[src/rtl/dac_fmt_pkg.sv]
// rtl/dac_fmt_pkg.sv - shared types and helpers for the DAC output formatter
package dac_fmt_pkg;

   localparam int MUTE_STATE_W = 2;

   typedef enum logic [MUTE_STATE_W-1:0] {
      ST_PLAY    = 2'd0,
      ST_RAMP_DN = 2'd1,
      ST_MUTED   = 2'd2,
      ST_RAMP_UP = 2'd3
   } mute_state_e;

   // Offset-binary zero code for a w-bit DAC; callers cast to their width.
   function automatic logic [31:0] midscale(input int unsigned w);
      return 32'd1 << (w - 1);
   endfunction

   // Clamp a wide signed value into the signed range of a w-bit word.
   function automatic logic signed [63:0] saturate(input logic signed [63:0] x,
                                                   input int unsigned w);
      logic signed [63:0] hi;
      logic signed [63:0] lo;
      hi = (64'sd1 <<< (w - 1)) - 64'sd1;
      lo = -(64'sd1 <<< (w - 1));
      if (x > hi) begin
         return hi;
      end else if (x < lo) begin
         return lo;
      end else begin
         return x;
      end
   endfunction

endpackage

[src/rtl/dac_fmt_stage_clk_gen.sv]
// rtl/dac_fmt_stage_clk_gen.sv - divided DAC clock and once-per-period tick
module dac_clk_gen #(
   parameter int DIV = 4
) (
   input  logic clk,
   input  logic rst_n,
   output logic dac_clk_o,
   output logic tick_o
);

   localparam int CNT_W = (DIV > 2) ? $clog2(DIV) : 1;
   localparam logic [CNT_W-1:0] CNT_TOP  = CNT_W'(DIV - 1);
   localparam logic [CNT_W-1:0] CNT_HALF = CNT_W'(DIV / 2);

   logic [CNT_W-1:0] cnt_q;
   logic [CNT_W-1:0] cnt_d;
   logic             dac_clk_q;

   // Wrapping period counter; the tick marks the last clk of each DAC period.
   always_comb begin
      cnt_d = (cnt_q == CNT_TOP) ? '0 : cnt_q + CNT_W'(1);
   end

   // dac_clk is registered from the next count so it is low for the first half period.
   always_ff @(posedge clk or negedge rst_n) begin
      if (!rst_n) begin
         cnt_q     <= '0;
         dac_clk_q <= 1'b0;
      end else begin
         cnt_q     <= cnt_d;
         dac_clk_q <= (cnt_d >= CNT_HALF);
      end
   end

   assign dac_clk_o = dac_clk_q;
   assign tick_o    = (cnt_q == CNT_TOP);

endmodule

[src/rtl/dac_fmt_stage.sv]
// rtl/dac_fmt_stage.sv - hold, offset, gain/saturate, soft mute and format for a DAC
module dac_fmt_stage
   import dac_fmt_pkg::*;
#(
   parameter int IN_W       = 12,
   parameter int DAC_W      = 14,
   parameter int DIV        = 4,
   parameter int ATT_MAX    = 14,
   parameter int RAMP_TICKS = 256
) (
   input  logic             clk,
   input  logic             rst_n,
   input  logic             in_valid,
   input  logic [IN_W-1:0]  in_data,
   input  logic [IN_W-1:0]  offset,
   input  logic [3:0]       shift,
   input  logic             fmt,
   input  logic             mute,
   output logic             dac_clk,
   output logic [DAC_W-1:0] dac_out_data,
   output logic             sat_flag,
   output logic             muted
);

   localparam int SUM_W  = IN_W + 1;
   localparam int WIDE_W = IN_W + 16;
   localparam int ATT_W  = $clog2(ATT_MAX + 1);
   localparam int RC_W   = (RAMP_TICKS > 1) ? $clog2(RAMP_TICKS) : 1;
   localparam logic [ATT_W-1:0] ATT_TOP = ATT_W'(ATT_MAX);
   localparam logic [RC_W-1:0]  RC_TOP  = RC_W'(RAMP_TICKS - 1);
   localparam logic [DAC_W-1:0] MID     = DAC_W'(midscale(DAC_W));

   logic tick;

   logic signed [IN_W-1:0]   hold_q;
   logic signed [SUM_W-1:0]  sum_q;
   logic signed [DAC_W-1:0]  sc_q;
   logic                     sat_q;
   logic signed [DAC_W-1:0]  a_q;
   logic [DAC_W-1:0]         out_q;

   logic signed [WIDE_W-1:0] wide_d;
   logic signed [DAC_W-1:0]  sc_d;
   logic                     sat_d;
   logic [DAC_W:0]           mag_d;
   logic [DAC_W:0]           mag_sh;
   logic signed [DAC_W-1:0]  a_d;
   logic [DAC_W-1:0]         code_d;

   mute_state_e              state_q;
   logic [ATT_W-1:0]         att_q;
   logic [ATT_W-1:0]         att_inc;
   logic [ATT_W-1:0]         att_dec;
   logic [RC_W-1:0]          rcnt_q;
   logic [RC_W-1:0]          rcnt_inc;
   logic                     step;
   logic                     muted_q;

   dac_clk_gen #(.DIV(DIV)) u_clk_gen (
      .clk      (clk),
      .rst_n    (rst_n),
      .dac_clk_o(dac_clk),
      .tick_o   (tick)
   );

   // Gain, clamp, attenuation and output formatting datapath.
   always_comb begin
      wide_d = {{(WIDE_W - SUM_W){sum_q[SUM_W-1]}}, sum_q} <<< shift;
      sc_d   = DAC_W'(saturate(64'(wide_d), DAC_W));
      sat_d  = (saturate(64'(wide_d), DAC_W) != 64'(wide_d));
      // Negative values are attenuated on their magnitude so the ramp rounds toward
      // zero and a fully attenuated negative sample lands on 0 rather than -1.
      mag_d  = -{sc_q[DAC_W-1], sc_q};
      mag_sh = mag_d >> att_q;
      if (sc_q[DAC_W-1]) begin
         a_d = DAC_W'(-mag_sh);
      end else begin
         a_d = sc_q >>> att_q;
      end
      code_d = fmt ? a_q : {~a_q[DAC_W-1], a_q[DAC_W-2:0]};
   end

   // Sample hold, offset add, gain stage, attenuation stage and tick-launched output.
   always_ff @(posedge clk or negedge rst_n) begin
      if (!rst_n) begin
         hold_q <= '0;
         sum_q  <= '0;
         sc_q   <= '0;
         sat_q  <= 1'b0;
         a_q    <= '0;
         out_q  <= MID;
      end else begin
         if (in_valid) begin
            hold_q <= in_data;
         end
         sum_q <= {hold_q[IN_W-1], hold_q} + {offset[IN_W-1], offset};
         sc_q  <= sc_d;
         sat_q <= sat_d;
         a_q   <= (state_q == ST_MUTED) ? '0 : a_d;
         if (tick) begin
            out_q <= code_d;
         end
      end
   end

   // Ramp step strobe and saturating attenuation neighbours.
   always_comb begin
      step     = tick && (rcnt_q == RC_TOP);
      rcnt_inc = (rcnt_q == RC_TOP) ? '0 : rcnt_q + RC_W'(1);
      att_inc  = (att_q == ATT_TOP) ? att_q : att_q + ATT_W'(1);
      att_dec  = (att_q == '0) ? att_q : att_q - ATT_W'(1);
   end

   // Soft-mute FSM: a step lands first, then the mute request decides the state.
   always_ff @(posedge clk or negedge rst_n) begin
      if (!rst_n) begin
         state_q <= ST_PLAY;
         att_q   <= '0;
         rcnt_q  <= '0;
         muted_q <= 1'b0;
      end else begin
         if (tick) begin
            rcnt_q <= rcnt_inc;
         end
         case (state_q)
            ST_PLAY: begin
               if (mute) begin
                  state_q <= ST_RAMP_DN;
                  rcnt_q  <= '0;
               end
            end
            ST_RAMP_DN: begin
               if (step) begin
                  att_q <= att_inc;
               end
               if (!mute) begin
                  state_q <= ST_RAMP_UP;
                  rcnt_q  <= '0;
               end else if (step && (att_inc == ATT_TOP)) begin
                  state_q <= ST_MUTED;
                  rcnt_q  <= '0;
                  muted_q <= 1'b1;
               end
            end
            ST_MUTED: begin
               if (!mute) begin
                  state_q <= ST_RAMP_UP;
                  rcnt_q  <= '0;
                  muted_q <= 1'b0;
               end
            end
            default: begin
               if (step) begin
                  att_q <= att_dec;
               end
               if (mute) begin
                  state_q <= ST_RAMP_DN;
                  rcnt_q  <= '0;
               end else if (step && (att_dec == '0)) begin
                  state_q <= ST_PLAY;
                  rcnt_q  <= '0;
               end
            end
         endcase
      end
   end

   assign dac_out_data = out_q;
   assign sat_flag     = sat_q;
   assign muted        = muted_q;

endmodule

[config.mk]
export PLATFORM = sky130hd
export DESIGN_NAME = dac_fmt_stage
export DESIGN_NICKNAME = d
export VERILOG_FILES = /design/src/rtl/dac_fmt_pkg.sv /design/src/rtl/dac_fmt_stage_clk_gen.sv /design/src/rtl/dac_fmt_stage.sv
export SDC_FILE = /design/constraint.sdc
export NUM_CORES = 1
export LEC_CHECK = 0
export ABC_AREA = 1
export CAP_MARGIN = 15
export CORE_MARGIN = 4
export CORE_UTILIZATION = 34
export CTS_CLUSTER_DIAMETER = 150
export DETAILED_ROUTE_END_ITERATION = 10
export PLACE_DENSITY = 0.52
export SLEW_MARGIN = 20
export SYNTH_ARGS = -nofsm -noshare
export SYNTH_HDL_FRONTEND = slang
export SYNTH_SLANG_ARGS = --single-unit
export TNS_END_PERCENT = 20
[constraint.sdc]
create_clock -name clk -period 4 [get_ports clk]
set_input_delay 0.4 -clock clk [delete_from_list [all_inputs] [get_ports clk]]
set_output_delay 0.4 -clock clk [all_outputs]
set_load 0.02 [all_outputs]
* After elaboration in Yosys (flattened, before gate mapping)
Index checks and enable logic that the tools add are counted.
Operators by class: reductions and logical operators 12, equality and inequality tests 12, shifts and indexed selects 3, bitwise logic cells 2, muxes and demuxes 31, $lt $le $gt $ge 3, add/sub/neg operators 7
Operators by type and width (count):
- 64-bit 2-to-1 mux | 2
- 8-bit 2-to-1 mux | 8
- 64-bit by 28-bit != test with 1-bit output | 1
- 14-bit 2-to-1 mux | 3
- 28-bit by 14-bit > comparator with 1-bit output (second input constant) | 1
- 28-bit by 14-bit less-than comparator with 1-bit output (second input constant) | 1
- 28-bit by 4-bit <<< shifter with 28-bit output | 1
- 8-bit case mux with 3 select lines | 1
- 4-bit 2-to-1 mux | 4
- 15-bit negator | 1
- 15-bit by 4-bit >> shifter with 14-bit output | 1
- 2-bit 2-to-1 mux | 7
- 14-bit negator | 1
- 14-bit by 4-bit >>> shifter with 14-bit output | 1
- 12-bit by 12-bit adder with 13-bit output | 1
- 8-bit by 1-bit adder with 8-bit output (second input constant) | 1
- 4-bit == test (second input constant) | 2
- 8-bit == test (second input constant) | 1
- 4-bit logical NOT | 2
- 2-bit != test (second input constant) | 4
- 4-bit case mux with 2 select lines | 1
- 4-bit AND reduction | 2
- 2-bit case mux with 3 select lines | 1
- 4-bit by 1-bit adder with 4-bit output (second input constant) | 1
- other kinds (15) | 21
Storage, ports and cells: word-level logic and storage cells 82, bits of input ports 33, register bits 86, output and inout bits 17

* Logic depth before layout (Yosys ltp)
Gate-level depths: netlist of the first run.
depth in word-level cells 7, mapped depth 20, depth with buffers taken out 20

* Cells and area by module
From an unflattened synthesis of the first run, not the netlist that was laid out.
Second synthesis, totals: cell total of the unflattened synthesis 950, area total of the unflattened synthesis 6550.0 sq um
By module, submodules not included:
- dac_fmt_stage | times used 1, area an instance 6483.7 sq um, cells each 946, seq. area each 2078.2 sq um
- dac_clk_gen | times used 1, area an instance 66.3 sq um, cells each 4, seq. area each 50.0 sq um

* Least setup slack after synthesis of the first run
No wires, ideal clock.
path type in2reg, start input shift[0], end register sc_q[2], data required time 3.865 ns, library setup time 0.135 ns, arrival 2.255 ns, stages 13, path slack 1.610 ns, path buffers 3, cells stage by stage buf_4 inv_2 buf_6 o21ai_0 o21a_1 nand2_1 nand3_1 o21ai_0 nor3_1 nand4_1 ha_1 clkbuf_1 o21ai_0
Between the ends: word-level cells in the longest chain between the ends 4, elaborated cells between the ends (all ways) 5, those cells by class order compare (2); shift (1); mux (2)
Ends and longest elaborated chain:
- start, declared | line dac_fmt_stage.sv:16 | input logic [3:0] shift,
- 28-bit by 4-bit <<< shifter with 28-bit output * | line dac_fmt_stage.sv:68 | wide_d = {{(WIDE_W - SUM_W){sum_q[SUM_W-1]}}, sum_q} <<< shift;
- 28-bit by 14-bit less-than comparator with 1-bit output | line dac_fmt_pkg.sv:27 | end else if (x < lo) begin
- 64-bit 2-to-1 mux
- 64-bit 2-to-1 mux *
- named net sc_d[2] | line dac_fmt_stage.sv:43 | logic signed [DAC_W-1:0] sc_d;
- end signal, assigned | line dac_fmt_stage.sv:88 | sc_q <= '0;
- end signal, assigned | line dac_fmt_stage.sv:97 | sc_q <= sc_d;
- end, declared | line dac_fmt_stage.sv:37 | logic signed [DAC_W-1:0] sc_q;
The timed path passes the listed nets; every way through them passes the cells marked *. A chain may end at the register's enable or synchronous reset.

* Final worst setup path of the first run
start input shift[0], end register sc_q[13]
Same word-level chain as after synthesis.

==> summary.txt, run 1 <==
Global routing
  • Total track usage: 15.9%
  • Total grt overflow: 0
  • Largest net degree at the start of global routing: 53
  • Initial antenna violation count: 0
  • First-pass GRT wire length: 28600 microns
  • Vias in the first global route: 5836

STA
  • Fmax achieved: 0.327 GHz
  • RSZ-0062 raised after global routing: false
  • Final Max Slew Viols: 0
  • Slew margin rel.: 41.0%
  • Post-route minimum period: 3060 ps
  • Worst-margin pin slew: 884 ps
  • Clock skew: 9.01 ps
  • Setup TNS: 0 ps
  • Final Hold Viols: 0
  • Final setup fails: 0
  • Part of the cycle the worst path needs: 76.4%

Yosys
  • Distinct cell type count after synthesis: 53
  • Mapped cell area: 6650 sq um
  • Post-synth ARST share: 100%
  • #FFs+latches synth: 85
  • Ys flop type: dfrtp_1
  • Syn nets: 981
  • Post-synth EDFFs: 0
  • Syn avg cell area: 7.20 sq um
  • Post-synthesis cell count: 923
  • Ys Warns: 0
  • Sequential area share after synthesis: 32.0%

Floorplanning
  • Die area: 21800 sq um
  • Core ar.: 19000 sq um
  • Width of the die: 148 microns
  • I/O pins: 50
  • Row count: 50
  • Starting Density: 35.1%
  • Die Ht: 148 microns

Route
  • # DRC: 0
  • Met3 wire length: 540 microns
  • Via count: 6036
  • Post-DRT Antenna Nets: 0
  • DRT met1 WL: 7820 microns
  • WL final: 16900 microns
  • Top Metal Used: met4
  • Wire length per cell: 13.9 microns
  • Avg Vias per Cell: 4.95
  • First-pass iteration count of the detailed router: 5
  • Initial DRC Count: 311
  • DR WL met2: 8170 microns

Clocking
  • Root Buffer: clkbuf_16
  • CTS clock-pin slew for the worst setup and hold paths: 60 ps
  • Post-CTS Setup Bufs: 0
  • Sink Count: 85
  • H-tree Lvls: 3
  • Clock latency on the worst-skew pair: 340 ps
  • Inserted Clock Buffers: 9
  • CTS max path bufs: 2
  • Post-CTS Hold Buffers: 0
  • Post_cts resized: 0
  • TritonCTS clock tree: yes

Layout
  • Layout overhead on the synthesized area: 14.4%
  • Final instance area: 7600 sq um
  • Commonest cells after routing, fill and taps aside: nand2_1, dfrtp_1, nand3_1
  • Post-route insts no fill: 1220
  • Net count reported at finish: 1013
  • Commonest non-fill, non-tap cell in the layout: nand2_1
  • Post-layout util: 40.1%
  • Proportion of layout cells with a drive suffix above 1: 12.2%
  • # diodes: 0

Setup path
  • CP max-delay cell: clkdlybuf4s50_1
  • Critical path peak fanout: 15
  • Worst setup path class: in -> reg
  • Worst-path cell chain: clkdlybuf4s50_1 -> inv_2 -> o21ai_0 -> o21a_1 -> nand2_1 -> nand3_1 -> o21ai_0 -> nor3_1 -> nand4_1 -> ha_1 -> inv_1 -> a22oi_1
  • Worst path arrival time: 3310 ps
  • Cell repeated most along the worst path: o21ai_0
  • Startpoint Class: input port
  • Worst EP required: 4260 ps
  • Crit. End Element: register
  • Critical path's largest stage delay: 780 ps

Job
  • Max cap viols: 0

Status
  • Status: complete, no violations

Placement
  • Port Buffer Count: 49
  • # placed instances: 1204
  • Placed Area: 7330 sq um
  • DP HPWL: 13300 microns
  • GPL Wtd Cong: 0.879

Hold path
  • Hold Crit Class: in -> async

Pwr
  • PD cells: 473 nW/um^2
  • LEAKAGE: 0.00355 uW
  • Worst vdd ir: 0.221 mV
## synthesized netlist by cell type (2+ instances only)
cell type	instances	area, sq um
o21ai_1	26	130
nand4_1	15	93.8
nor4_1	2	12.5
a22oi_1	2	15.0
mux2_2	13	146
nand2_1	252	946
inv_2	4	15.0
nand3_1	80	400
a31oi_1	3	18.8
or2_2	3	18.8
xnor2_1	6	52.6
nor2_1	69	259
dfrtp_1	84	2100
o211ai_1	2	15.0
mux2i_1	6	60.1
nor2_4	6	67.6
nor2_2	6	37.5
and3_1	2	12.5
nor3b_1	2	15.0
o221ai_1	2	17.5
nand2_4	4	45.0
nand2_2	18	113
a21oi_1	32	160
o2111ai_1	3	26.3
nand3_2	29	290
xor2_1	21	184
clkinv_1	3	11.3
o21bai_1	3	22.5
ha_1	24	300
nor3_1	5	25.0
buf_1	4	15.0
buf_6	3	33.8
o21ai_0	69	345
inv_1	70	263
clkbuf_1	9	33.8
a221oi_1	4	35.0
buf_4	6	45.0
buf_2	15	75.1
nand4_2	2	25.0
## routing by layer
metal  global-route usage [%]  up-vias
met5                        0        -
met4                     5.36        0
met3                     2.61       25
met2                     27.0      107
met1                     20.7     2781
li1                         -     3123
## metrics by stage
step           power (uW)  hold WS [ps]  worst slack [ps]
3_3_place_gp         2850           415               706
6_report             3590          86.2               943
2_1_floorplan        2320           104              1610
3_5_place_dp         2840           422               611
4_1_cts              3640           113               970
5_1_grt              3900           150               547
## power by group
| part | total, uW | internal [uW] | switching (uW) |
|---|---|---|---|
| sequential | 1240 | 1100 | 140 |
| clock | 778 | 425 | 353 |
| combinational | 1580 | 591 | 987 |
| total | 3590 | 2110 | 1480 |
## cells by family after synthesis
| family | Yosys count | synth area share (%) |
|---|---|---|
| and+or+nand+nor | 497 | 36.1 |
| DFF | 85 | 32.0 |
| adders and majority gates | 25 | 4.82 |
| xor gates and xnor gates | 27 | 3.56 |
| buffers and inverters | 116 | 7.61 |
| AOI/OAI and AO/OA | 154 | 12.8 |
| muxes | 19 | 3.11 |
## state kept, by name, summed over array words and instances (netlist names)
name and flops:
a_q 14, att_q 4, dac_out_data 14, hold_q 12
muted 1, rcnt_q 8, sat_flag 1, sc_q 14
state_q 2, sum_q 13, u_clk_gen.cnt_q 2
## worst paths after layout
check | startpoint | end | slack, ps | cells past startpoint
min | rst_n | state_q[0] | 90 | 1
min in group clk | u_clk_gen.cnt_q[0] | u_clk_gen.cnt_q[0] | 430 | 1
max in group asynchronous | rst_n | dac_out_data[13] | 3000 | 2
max reg2reg | sc_q[0] | a_q[12] | 1260 | 18
max | shift[0] | sc_q[13] | 940 | 12
min reg2reg | u_clk_gen.cnt_q[0] | u_clk_gen.cnt_q[0] | 430 | 1
## layout make-up
| class | count | area (sq um) |
|---|---|---|
| fillers | 1989 | 11400 |
| flip-flops and latches | 85 | 2130 |
| inverters | 78 | 298 |
| well taps | 260 | 325 |
| clock buffers | 10 | 229 |
| multi-input cells | 722 | 4010 |
| clock inverters | 6 | 46.3 |
| repair buffers | 59 | 563 |
## critical path: cells and delay by family
| family | cells | cell delay [ps] |
|---|---|---|
| AO/OA/AOI/OAI | 4 | 760 |
| buffers and inverters | 3 | 1110 |
| adder cells (fa/ha/maj) | 1 | 460 |
| AND/OR/NAND/NOR | 4 | 580 |
Power figures use the tool's default switching activity.
==> inputs of run 2 (changes only) <==
PLACE_DENSITY = 0.54   (was 0.52)
clock period = 2.78 ns   (was 4 ns; I/O delays follow)
==> summary.txt, run 2 (same netlist as run 1, synthesis figures left out) <==
Global routing
  • Met2 usage: 26.6%
  • First-pass GRT wire length: 28400 microns
  • Met1 Use GR: 21.0%
  • GR Util met3: 2.85%
  • Total grt overflow: 0
  • Vias in the first global route: 5751
  • GR peak layer: met2
  • Largest net degree at the start of global routing: 46
  • Total track usage: 15.8%
  • Initial antenna violation count: 0

Floorplanning
  • Starting Density: 35.1%
  • Die Ht: 148 microns
  • Width of the die: 148 microns
  • Row count: 50
  • Die area: 21800 sq um
  • I/O pins: 50
  • Core ar.: 19000 sq um

STA
  • Final setup fails: 0
  • Part of the cycle the worst path needs: 90.2%
  • Final Hold Viols: 0
  • Worst Setup Slack, final: 272 ps
  • Worst-margin pin slew: 588 ps
  • Fmax achieved: 0.399 GHz
  • RSZ-0062 raised after global routing: false
  • Slew margin rel.: 60.7%
  • Clock skew: 7.20 ps
  • Final Max Slew Viols: 0
  • Setup TNS: 0 ps
  • Post-route minimum period: 2510 ps
  • Worst hold slack: 434 ps

Clocking
  • Inserted Clock Buffers: 9
  • Clock latency on the worst-skew pair: 350 ps
  • Sink Count: 85
  • H-tree Lvls: 3
  • Root Buffer: clkbuf_16
  • TritonCTS clock tree: yes
  • Post-CTS Setup Bufs: 0
  • CTS clock-pin slew for the worst setup and hold paths: 60 ps
  • CTS max path bufs: 2

Pwr
  • Total power: 5410 uW
  • Worst vdd ir: 0.322 mV
  • LEAKAGE: 0.00368 uW
  • PD cells: 689 nW/um^2

Route
  • First-pass iteration count of the detailed router: 5
  • WL final: 16900 microns
  • Post-DRT Antenna Nets: 0
  • Initial DRC Count: 394
  • # DRC: 0
  • Wire length per cell: 13.6 microns
  • Via count: 6086
  • Avg Vias per Cell: 4.91

Placement
  • Setup WS pre-CTS: -92.7 ps
  • DP HPWL: 13300 microns
  • Port Buffer Count: 49
  • GPL Wtd Cong: 0.874

Hold path
  • Hold Crit Class: reg -> reg

Job
  • Max cap viols: 0

Setup path
  • Critical path peak fanout: 13
  • Crit. End Element: register
  • Startpoint Class: input port
  • Worst EP required: 3030 ps
  • Worst setup path class: in -> reg
  • Worst path arrival time: 2760 ps

Status
  • Status: complete, no violations

Layout
  • # fillers: 1991
  • # diodes: 0
  • Proportion of layout cells with a drive suffix above 1: 14.0%
  • Commonest non-fill, non-tap cell in the layout: nand2_1
  • Layout overhead on the synthesized area: 18.2%
  • Commonest cells after routing, fill and taps aside: nand2_1, dfrtp_1, nand3_1
  • Net count reported at finish: 1033
-- run 2: changes by cell type in the layout (fill, tap and decap cells not counted), moves of 2 or more --
cell       before  now
buf_4          11   27
buf_12          0    3
o21ai_0        69   66
o21ai_1        26   29
bufinv_16       0    2
-- run 2: critical path, cell delays in order --
cell and delay [ps]:
clkdlybuf4s50_1 560, buf_12 150, nand2_1 50, nand2_1 80, nor2_1 40, a31oi_1 200, nand2_1 70, o21ai_0 110
mux2i_1 140, nor3_1 260, nand4_1 140, ha_1 320, buf_4 170, o21ai_0 200
-- run 2: metrics by stage --
step / utilization [%] / cells / cell area (sq um)
after global routing: 41.4 / 1240 / 7850
after CTS: 41.3 / 1240 / 7830
after global placement: 39.6 / 1223 / 7510
after detailed placement: 39.6 / 1223 / 7510
final: 41.4 / 1240 / 7850
after floorplan: - / 923 / 6650
-- run 2: per-layer routing --
layer	routed length, microns	vias up	part of all wire (%)
met4	267	0	1.6
met3	687	20	4.1
met1	7730	2766	46
met2	8180	128	48
li1	-	3172	-
met5	0	-	0
-- run 2: final cells by class --
class | instances | area [sq um] | area share, %
multi-input combinational | 722 | 4030 | 51.3
inverter | 78 | 298 | 3.79
clock inverter | 5 | 85.1 | 1.08
sequential | 85 | 2130 | 27.1
tap | 260 | 325 | 4.14
clock buffer | 11 | 233 | 2.96
timing repair buffer | 79 | 753 | 9.59
-- run 2: final timing paths --
path / startpoint / cells after the start / slack, ps / to
max: shift[0] / 14 / 270 / sc_q[5]
min: u_clk_gen.cnt_q[0] / 1 / 430 / u_clk_gen.cnt_q[0]
max reg2reg: sc_q[0] / 18 / 310 / a_q[12]
min reg2reg: u_clk_gen.cnt_q[0] / 1 / 430 / u_clk_gen.cnt_q[0]
max in group asynchronous: rst_n / 3 / 1640 / dac_out_data[13]
min in group asynchronous: rst_n / 2 / 460 / state_q[1]
-- run 2: repair_timing --
action / CTS / global route
hold buffers: 1 / 0
resized for setup: 0 / 7
hold endpoints to repair: 40 / 0
endpoints found under the setup margin: 0 / 5
-- run 2: power by group --
part | internal (uW) | switching (uW)
logic | 903 | 1420
clock network | 793 | 511
registers | 1580 | 201
